[config.mk]
export PLATFORM = sky130hd
export DESIGN_NAME = seven_segment_reader
export DESIGN_NICKNAME = d
export VERILOG_FILES = /design/src/rtl/seven_segment_reader.sv
export SDC_FILE = /design/constraint.sdc
export NUM_CORES = 1
export LEC_CHECK = 0
export ABC_AREA = 1
export CAP_MARGIN = 20
export CORE_MARGIN = 5
export CORE_UTILIZATION = 30
export DETAILED_ROUTE_END_ITERATION = 7
export PLACE_DENSITY_LB_ADDON = 0.08
export SLEW_MARGIN = 25
export SYNTH_ARGS = -nofsm -noshare
export SYNTH_HDL_FRONTEND = slang
export SYNTH_SLANG_ARGS = --single-unit
[constraint.sdc]
create_clock -name clk -period 2.4 [get_ports clk]
set_input_delay 0.6 -clock clk [delete_from_list [all_inputs] [get_ports clk]]
set_output_delay 0.6 -clock clk [all_outputs]
set_load 0.02 [all_outputs]
[src/rtl/seven_segment_reader.sv]
// Receive side of a multiplexed 7-segment bus: debounces each scanned digit and decodes it back to a hex word.
// Define SEG_ACTIVE_LOW_EN for common-anode panels (segment lines inverted at the input stage).
module seven_segment_reader #(
    parameter int N_DIGITS      = 4,
    parameter int STABLE_CYCLES = 4
) (
    input  logic                  clk,
    input  logic                  rst_n,
    input  logic [6:0]            seg,
    input  logic [N_DIGITS-1:0]   dig_sel,
    input  logic                  clear,
    output logic [4*N_DIGITS-1:0] value,
    output logic [N_DIGITS-1:0]   digit_blank,
    output logic                  frame_valid,
    output logic                  code_err,
    output logic [N_DIGITS-1:0]   err_digit
);
    // state | meaning
    // IDLE  | select not one-hot; nothing being counted
    // COUNT | counting consecutive identical samples of one digit
    // HOLD  | current sample committed; wait for it to change
    typedef enum logic [1:0] {IDLE, COUNT, HOLD} state_t;

    localparam logic [7:0] CNT_LAST = 8'(STABLE_CYCLES - 1);

    state_t                state_q;
    logic [7:0]            cnt_q;
    logic [6:0]            seg_in, seg_q, seg_prev_q;
    logic [N_DIGITS-1:0]   sel_q, sel_prev_q;
    logic [4*N_DIGITS-1:0] value_q, value_d;
    logic [N_DIGITS-1:0]   blank_q, blank_d, seen_q, seen_d, err_digit_q, err_digit_d;
    logic                  frame_valid_q, frame_valid_d, code_err_q, code_err_d;
    logic                  same, sel_ok, commit, hit, is_blank;
    logic [3:0]            code;

`ifdef SEG_ACTIVE_LOW_EN
    assign seg_in = ~seg;
`else
    assign seg_in = seg;
`endif

    assign same     = {seg_q, sel_q} == {seg_prev_q, sel_prev_q};
    assign sel_ok   = (sel_q != '0) && ((sel_q & (sel_q - N_DIGITS'(1))) == '0);
    assign is_blank = (seg_q == 7'h00);
    assign commit   = (state_q == COUNT) && sel_ok && same && (cnt_q == CNT_LAST) && !clear;

    always_comb begin
        hit  = 1'b1;
        code = 4'h0;
        case (seg_q)
            7'h7E:   code = 4'h0;
            7'h30:   code = 4'h1;
            7'h6D:   code = 4'h2;
            7'h79:   code = 4'h3;
            7'h33:   code = 4'h4;
            7'h5B:   code = 4'h5;
            7'h5F:   code = 4'h6;
            7'h70:   code = 4'h7;
            7'h7F:   code = 4'h8;
            7'h7B:   code = 4'h9;
            7'h77:   code = 4'hA;
            7'h1F:   code = 4'hB;
            7'h4E:   code = 4'hC;
            7'h3D:   code = 4'hD;
            7'h4F:   code = 4'hE;
            7'h47:   code = 4'hF;
            default: hit  = 1'b0;
        endcase
    end

    // A full seen vector emits the frame pulse and restarts tracking on the following edge.
    always_comb begin
        value_d       = value_q;
        blank_d       = blank_q;
        err_digit_d   = err_digit_q;
        code_err_d    = 1'b0;
        frame_valid_d = &seen_q;
        seen_d        = (&seen_q) ? '0 : seen_q;
        for (int i = 0; i < N_DIGITS; i++) begin
            if (commit && sel_q[i]) begin
                if (hit) begin
                    value_d[4*i +: 4] = code;
                    blank_d[i]        = 1'b0;
                    seen_d[i]         = 1'b1;
                end else if (is_blank) begin
                    blank_d[i]        = 1'b1;
                    seen_d[i]         = 1'b1;
                end
            end
        end
        if (commit && !hit && !is_blank) begin
            code_err_d  = 1'b1;
            err_digit_d = sel_q;
        end
        if (clear) begin
            seen_d        = '0;
            frame_valid_d = 1'b0;
        end
    end

    always_ff @(posedge clk or negedge rst_n) begin
        if (!rst_n) begin
            state_q       <= IDLE;
            cnt_q         <= 8'd0;
            seg_q         <= 7'h00;
            sel_q         <= '0;
            seg_prev_q    <= 7'h00;
            sel_prev_q    <= '0;
            value_q       <= '0;
            blank_q       <= '1;
            seen_q        <= '0;
            err_digit_q   <= '0;
            frame_valid_q <= 1'b0;
            code_err_q    <= 1'b0;
        end else begin
            seg_q         <= seg_in;
            sel_q         <= dig_sel;
            seg_prev_q    <= seg_q;
            sel_prev_q    <= sel_q;
            value_q       <= value_d;
            blank_q       <= blank_d;
            seen_q        <= seen_d;
            err_digit_q   <= err_digit_d;
            frame_valid_q <= frame_valid_d;
            code_err_q    <= code_err_d;
            if (clear) begin
                state_q <= IDLE;
                cnt_q   <= 8'd0;
            end else begin
                case (state_q)
                    IDLE: begin
                        if (sel_ok) begin
                            state_q <= COUNT;
                            cnt_q   <= 8'd1;
                        end else begin
                            cnt_q   <= 8'd0;
                        end
                    end
                    COUNT: begin
                        if (!sel_ok) begin
                            state_q <= IDLE;
                            cnt_q   <= 8'd0;
                        end else if (!same) begin
                            cnt_q   <= 8'd1;
                        end else begin
                            cnt_q   <= cnt_q + 8'd1;
                            if (cnt_q == CNT_LAST) state_q <= HOLD;
                        end
                    end
                    HOLD: begin
                        if (!sel_ok) begin
                            state_q <= IDLE;
                            cnt_q   <= 8'd0;
                        end else if (!same) begin
                            state_q <= COUNT;
                            cnt_q   <= 8'd1;
                        end
                    end
                    default: begin
                        state_q <= IDLE;
                        cnt_q   <= 8'd0;
                    end
                endcase
            end
        end
    end

    assign value       = value_q;
    assign digit_blank = blank_q;
    assign frame_valid = frame_valid_q;
    assign code_err    = code_err_q;
    assign err_digit   = err_digit_q;
endmodule
## Word-level counts from Yosys, hierarchy flattened

Index checks and enable logic that the tools add are counted.

- Magnitude comparators: 0
- Bitwise logic cells: 1
- $mul: 0
- Reduce and logical (&&, ||, !) cells: 30
- $add $sub $neg: 2
- Shift-type cells: 0
- Divide/modulo/power cells: 0
- Mux-type cells: 35
- Equal/unequal tests: 24

Operator list:

| operator | number |
|---|---|
| 7-bit == test, second input constant | 12 |
| 4-bit one-hot mux with 15 select lines | 1 |
| 8-bit 2-to-1 mux | 5 |
| 8-bit one-hot mux with 3 select lines | 1 |
| 7-bit by 6-bit == test with 1-bit output, second input constant | 3 |
| 1-bit 2-to-1 mux | 18 |
| 2-bit AND reduction | 8 |
| 16-bit OR reduction | 1 |
| 2-bit 2-to-1 mux | 7 |
| 11-bit == test | 1 |
| 1-bit logical AND | 11 |
| 8-bit by 1-bit adder with 8-bit output, second input constant | 1 |
| 8-bit by 2-bit == test with 1-bit output, second input constant | 1 |
| 4-bit 2-to-1 mux | 2 |
| 4-bit inequality test, second input constant | 2 |
| 4-bit AND reduction | 2 |
| 7-bit by 5-bit == test with 1-bit output, second input constant | 1 |
| 7-bit logical NOT | 1 |
| 2-bit one-hot mux with 3 select lines | 1 |
| 4-bit bitwise AND | 1 |
| 4-bit logical NOT | 1 |
| 4-bit by 3-bit inequality test with 1-bit output, second input constant | 1 |
| 4-bit nonzero test | 1 |
| 4-bit by 1-bit subtractor with 4-bit output, second input constant | 1 |
| other kinds (6) | 8 |

- Word-level logic and storage cells: 110
- Register bits after elaboration: 62
- Memories: 0
- Output and inout bits: 26
- ROM bits: 0
- Bits of input ports: 14
- RAM bits: 0
- Latch bits: 0

## Depth between registers and ports, before layout

- Depth in word-level cells: 11
- Mapped depth: 14
- Mapped depth without buffers: 13

## Worst setup path after synthesis

No wires, ideal clock.

- Path type: reg-to-reg
- From: register sel_q[3]
- To: register value_q[0] (netlist: value[0])
- Required time: 2283 ps
- Setup time: 117 ps
- Stages on the path, launching flop included: 12
- Data arrival time: 1511 ps
- Buffers on the path: 2
- Slack: 772 ps
- Period minus slack after synthesis: 1628 ps
- Cells stage by stage: dfrtp_1 buf_6 xor2_1 nor2_1 nand2_1 nor2_2 buf_6 nand3_4 nor2_2 nand2_1 nand2_1 nand2_1

- Word-level cells in the longest chain between the ends: 10
- Elaborated cells on any way between the ends: 12
- Those cells by class: add/sub: 1; eq/ne: 1; bitwise: 1; reduce/logical: 9

Ends and longest elaborated chain:

| what | RTL line | source |
|---|---|---|
| start, declared | 29 | `logic [N_DIGITS-1:0] sel_q, sel_prev_q;` |
| start signal, assigned | 117 | `sel_q <= dig_sel;` |
| 4-bit by 1-bit subtractor with 4-bit output | 43 | `assign sel_ok = (sel_q != '0) && ((sel_q & (sel_q - N_DIGITS'(1))) == '0);` |
| 4-bit bitwise AND | 43 |  |
| 4-bit logical NOT | 43 |  |
| 1-bit logical AND | 43 |  |
| 1-bit logical AND | 45 | `assign commit = (state_q == COUNT) && sel_ok && same && (cnt_q == CNT_LAST) && !clear;` |
| 1-bit logical AND * (3 in series) | 45 |  |
| 1-bit logical AND * | 80 | `if (commit && sel_q[i]) begin` |
| 2-bit AND reduction (no line) * | - |  |
| end signal, assigned | 120 | `value_q <= value_d;` |
| end, declared | 30 | `logic [4*N_DIGITS-1:0] value_q, value_d;` |

Mark *: on every way between the ends. The rest lies on a longest branch, timed or not.
A chain may end at the register's enable or synchronous reset.

## Worst setup path after layout

- From: register sel_q[1]
- To: register cnt_q[3]

- Word-level cells in the longest chain between the ends: 7
- Elaborated cells on any way between the ends: 12
- Those cells by class: add/sub: 1; eq/ne: 2; mux: 5; bitwise: 1; reduce/logical: 3

Ends and longest elaborated chain:

| what | RTL line | source |
|---|---|---|
| 4-bit by 1-bit subtractor with 4-bit output | 43 |  |
| 4-bit bitwise AND | 43 |  |
| 4-bit logical NOT | 43 |  |
| 1-bit logical AND | 43 |  |
| 8-bit 2-to-1 mux, on equally long branches | 151, 140 |  |
| 8-bit one-hot mux with 3 select lines | 130 | `case (state_q)` |
| 8-bit 2-to-1 mux | 126 | `if (clear) begin` |
| end signal, assigned | 146 | `cnt_q <= cnt_q + 8'd1;` |
| end, declared | 27 | `logic [7:0] cnt_q;` |

Several ways; a longest one is shown, not always the timed one.

==> results.json <==
{
  "status": "finished clean",
  "clockBufferDepth": 2,
  "io_pins": 40,
  "yosys.area.top_type_share_pct": 48.9,
  "hold_ws_ns": 0.273,
  "vias_per_cell": 4.25,
  "drt_iter0_markers": 103,
  "fp-row-count": 36,
  "synth_area_mm2": 0.00297,
  "rsz0062_at_grt": "no",
  "synth_fp_nets": 370,
  "ir_drop_uv": 184,
  "syn2layout_area_growth_pct": 25.3,
  "ff2ff_setup_slack_ns": 0.31,
  "rr_endpoint": "cnt_q[3]",
  "synth_area_leaders": "dfrtp_1, nand2_1, inv_1",
  "wl_mm": 6.33,
  "grt.total_usage_pct": 12.1,
  "num-nets-final": 423,
  "synthDistinctLibCells": 35,
  "yosysMostFrequentCell": "nand2_1",
  "synth_top_cell_by_area": "dfrtp_1",
  "overflow": 0,
  "crit_end": "cnt_q[3]",
  "dr_wl_met3_um": 314,
  "synthArstFlopShare_pct": 100,
  "max_slew.worst_pin.slew_ns": 0.437,
  "met2_length_mm": 2.71,
  "clk_latency_ns": 0.34,
  "die_area_mm2": 0.0120,
  "syn-mean-instance-area_um2": 8.37,
  "maxCapViolCount": 0,
  "p_leak_nw": 1.83,
  "yosysSeqAreaShare_pct": 52.4,
  "initial_core_util_pct": 30.5,
  "cts_buffers": 9,
  "synth_edf_count": 0,
  "vias": 2316,
  "top_layer": "met4",
  "path_class": "flop to flop",
  "grt_pass1_wl_mm": 11.2,
  "max_freq_mhz": 479,
  "finalCriticalPeriod_ns": 2.09,
  "cts_tree": "yes",
  "dr.pass1.iters": 4,
  "grt_antenna_before_repair": 0,
  "synth-seq-cells": 62,
  "core_mm2": 0.00973,
  "cts_hold_buf": 0,
  "hold_viol_final": 0,
  "root_buffer": "clkbuf_8",
  "port_buffers": 39,
  "clk_pin_slew_ns": 0.07,
  "cts_setup_buffers": 0,
  "postSynthCellCount": 355,
  "antenna_cells": 0,
  "max_slew_margin_pct": 70.9,
  "skew_ns": 0.00950,
  "die_h_um": 110,
  "cts_sinks": 62,
  "ant_nets": 0,
  "route.layer.met1.wl_mm": 3.19,
  "drv_slew": 0,
  "p_per_area_mw_per_mm2": 563,
  "ys_dominant_reg_cell": "dfrtp_1",
  "grt_start_max_net_pins": 36,
  "h-tree-depth": 3,
  "drive_gt1_share_pct": 13.8,
  "cp-startpoint": "sel_q[1]",
  "crit_path_start_kind": "flop",
  "final_util_pct": 38.3,
  "crit_fanout": 14,
  "timing.final.crit_share_pct": 87.0,
  "cp.arrival_ns": 2.34,
  "drc_errors": 0,
  "required_ns": 2.65,
  "setup_violations": 0,
  "fin_tns_setup_ns": 0,
  "grt_pass1_vias": 2314,
  "hp-class": "primary input to async pin",
  "synth_top_cells_by_count": "nand2_1, dfrtp_1, inv_1",
  "rr_worst_depth": 10,
  "ctsResizeCount": 0,
  "place_hpwl_mm": 4.91,
  "rr_startpoint": "sel_q[1]",
  "end_kind": "flop",
  "yosysWarnings": 0,
  "die_w_um": 110,
  "gp_congestion": 0.778,
  "wl_per_cell_um": 11.6
}
[layout by cell type (no fill, tap or decap), drive strengths merged]
cell,synthesis,layout
a21boi,3,3
a21oi,10,10
a31oi,2,2
and2,1,1
and3,1,1
buf,4,8
clkbuf,0,15
clkdlybuf4s50,0,38
dfrtp,58,58
dfstp,4,4
ha,1,1
inv,38,38
nand2,140,140
nand3,14,14
nand3b,1,1
nand4,11,11
nor2,44,44
nor3,4,4
nor4,1,1
o2111a,1,1
o21a,1,1
o21ai,8,8
or2,3,3
xor2,5,5
[power breakdown]
| part | total (mW) | leakage, nW | internal [mW] | switching, mW |
|---|---|---|---|---|
| Combinational | 0.148 | 0.933 | 0.0557 | 0.0927 |
| Clock | 0.855 | 0.0958 | 0.484 | 0.372 |
| Sequential | 1.09 | 0.799 | 1.07 | 0.0235 |
| Total | 2.10 | 1.83 | 1.61 | 0.488 |
[state kept, by name (all words and copies together) (netlist names), 2 cells and up]
signal and count:
value 16, seg_prev_q 7, digit_blank 4, seen_q 4
sel_prev_q 4, state_q 2, seg_q 7, cnt_q 8
err_digit 4, sel_q 4
[through the flow]
stage / setup WS (ns) / area (µm²) / total power [mW] / instances
after floorplan: 0.772 / 2970 / 1.19 / 355
after global placement: 0.163 / 3540 / 1.26 / 530
after detailed placement: 0.115 / 3540 / 1.26 / 530
after CTS: 0.280 / 3720 / 2.14 / 545
after global routing: 0.0415 / 3720 / 2.22 / 545
final: 0.312 / 3720 / 2.10 / 545
[how the worst min path moves through the flow]
| stage | start | endpoint | slack (ns) | cells after the start |
|---|---|---|---|---|
| after floorplan | rst_n | cnt_q[0] | 0.30 | 0 |
| after global placement | digit_blank[1] | digit_blank[1] | 0.46 | 2 |
| after detailed placement | digit_blank[1] | digit_blank[1] | 0.45 | 2 |
| after CTS | rst_n | seen_q[1] | 0.28 | 2 |
| after global routing | rst_n | frame_valid | 0.30 | 2 |
| final | rst_n | value[8] | 0.27 | 2 |
[routing by layer]
metal  vias up  track usage, %
li1       1222               -
met1      1038            16.4
met2        45            17.9
met3        11            3.76
met4         0            4.81
met5         -               0
[layout make-up]
| type | instances | area, µm² |
|---|---|---|
| Inverter | 38 | 145 |
| Fill cell | 1044 | 6010 |
| Multi-Input combinational cell | 251 | 1230 |
| Clock buffer | 15 | 186 |
| Timing Repair Buffer | 46 | 438 |
| Tap cell | 133 | 166 |
| Sequential cell | 62 | 1560 |
[critical path: stages, from the launching register on]
cell and delay, ns:
dfrtp_1 0.46, inv_2 0.13, nand2_1 0.06, nand2_1 0.05
nand2_1 0.06, nor2_1 0.08, nand2_1 0.06, nor2_2 0.30
nand2_1 0.36, nand2_1 0.24, a21boi_0 0.20
[kinds of logic after synthesis]
logic type	after synthesis	synth area share, %
adder cells (fa/ha/maj)	1	0.421
buffers and inverters	42	6.19
AO/OA/AOI/OAI	25	4.97
XOR/XNOR	5	1.47
flip-flops	62	52.4
AND/OR/NAND/NOR	220	34.5
(Power assumes the default switching activity.)
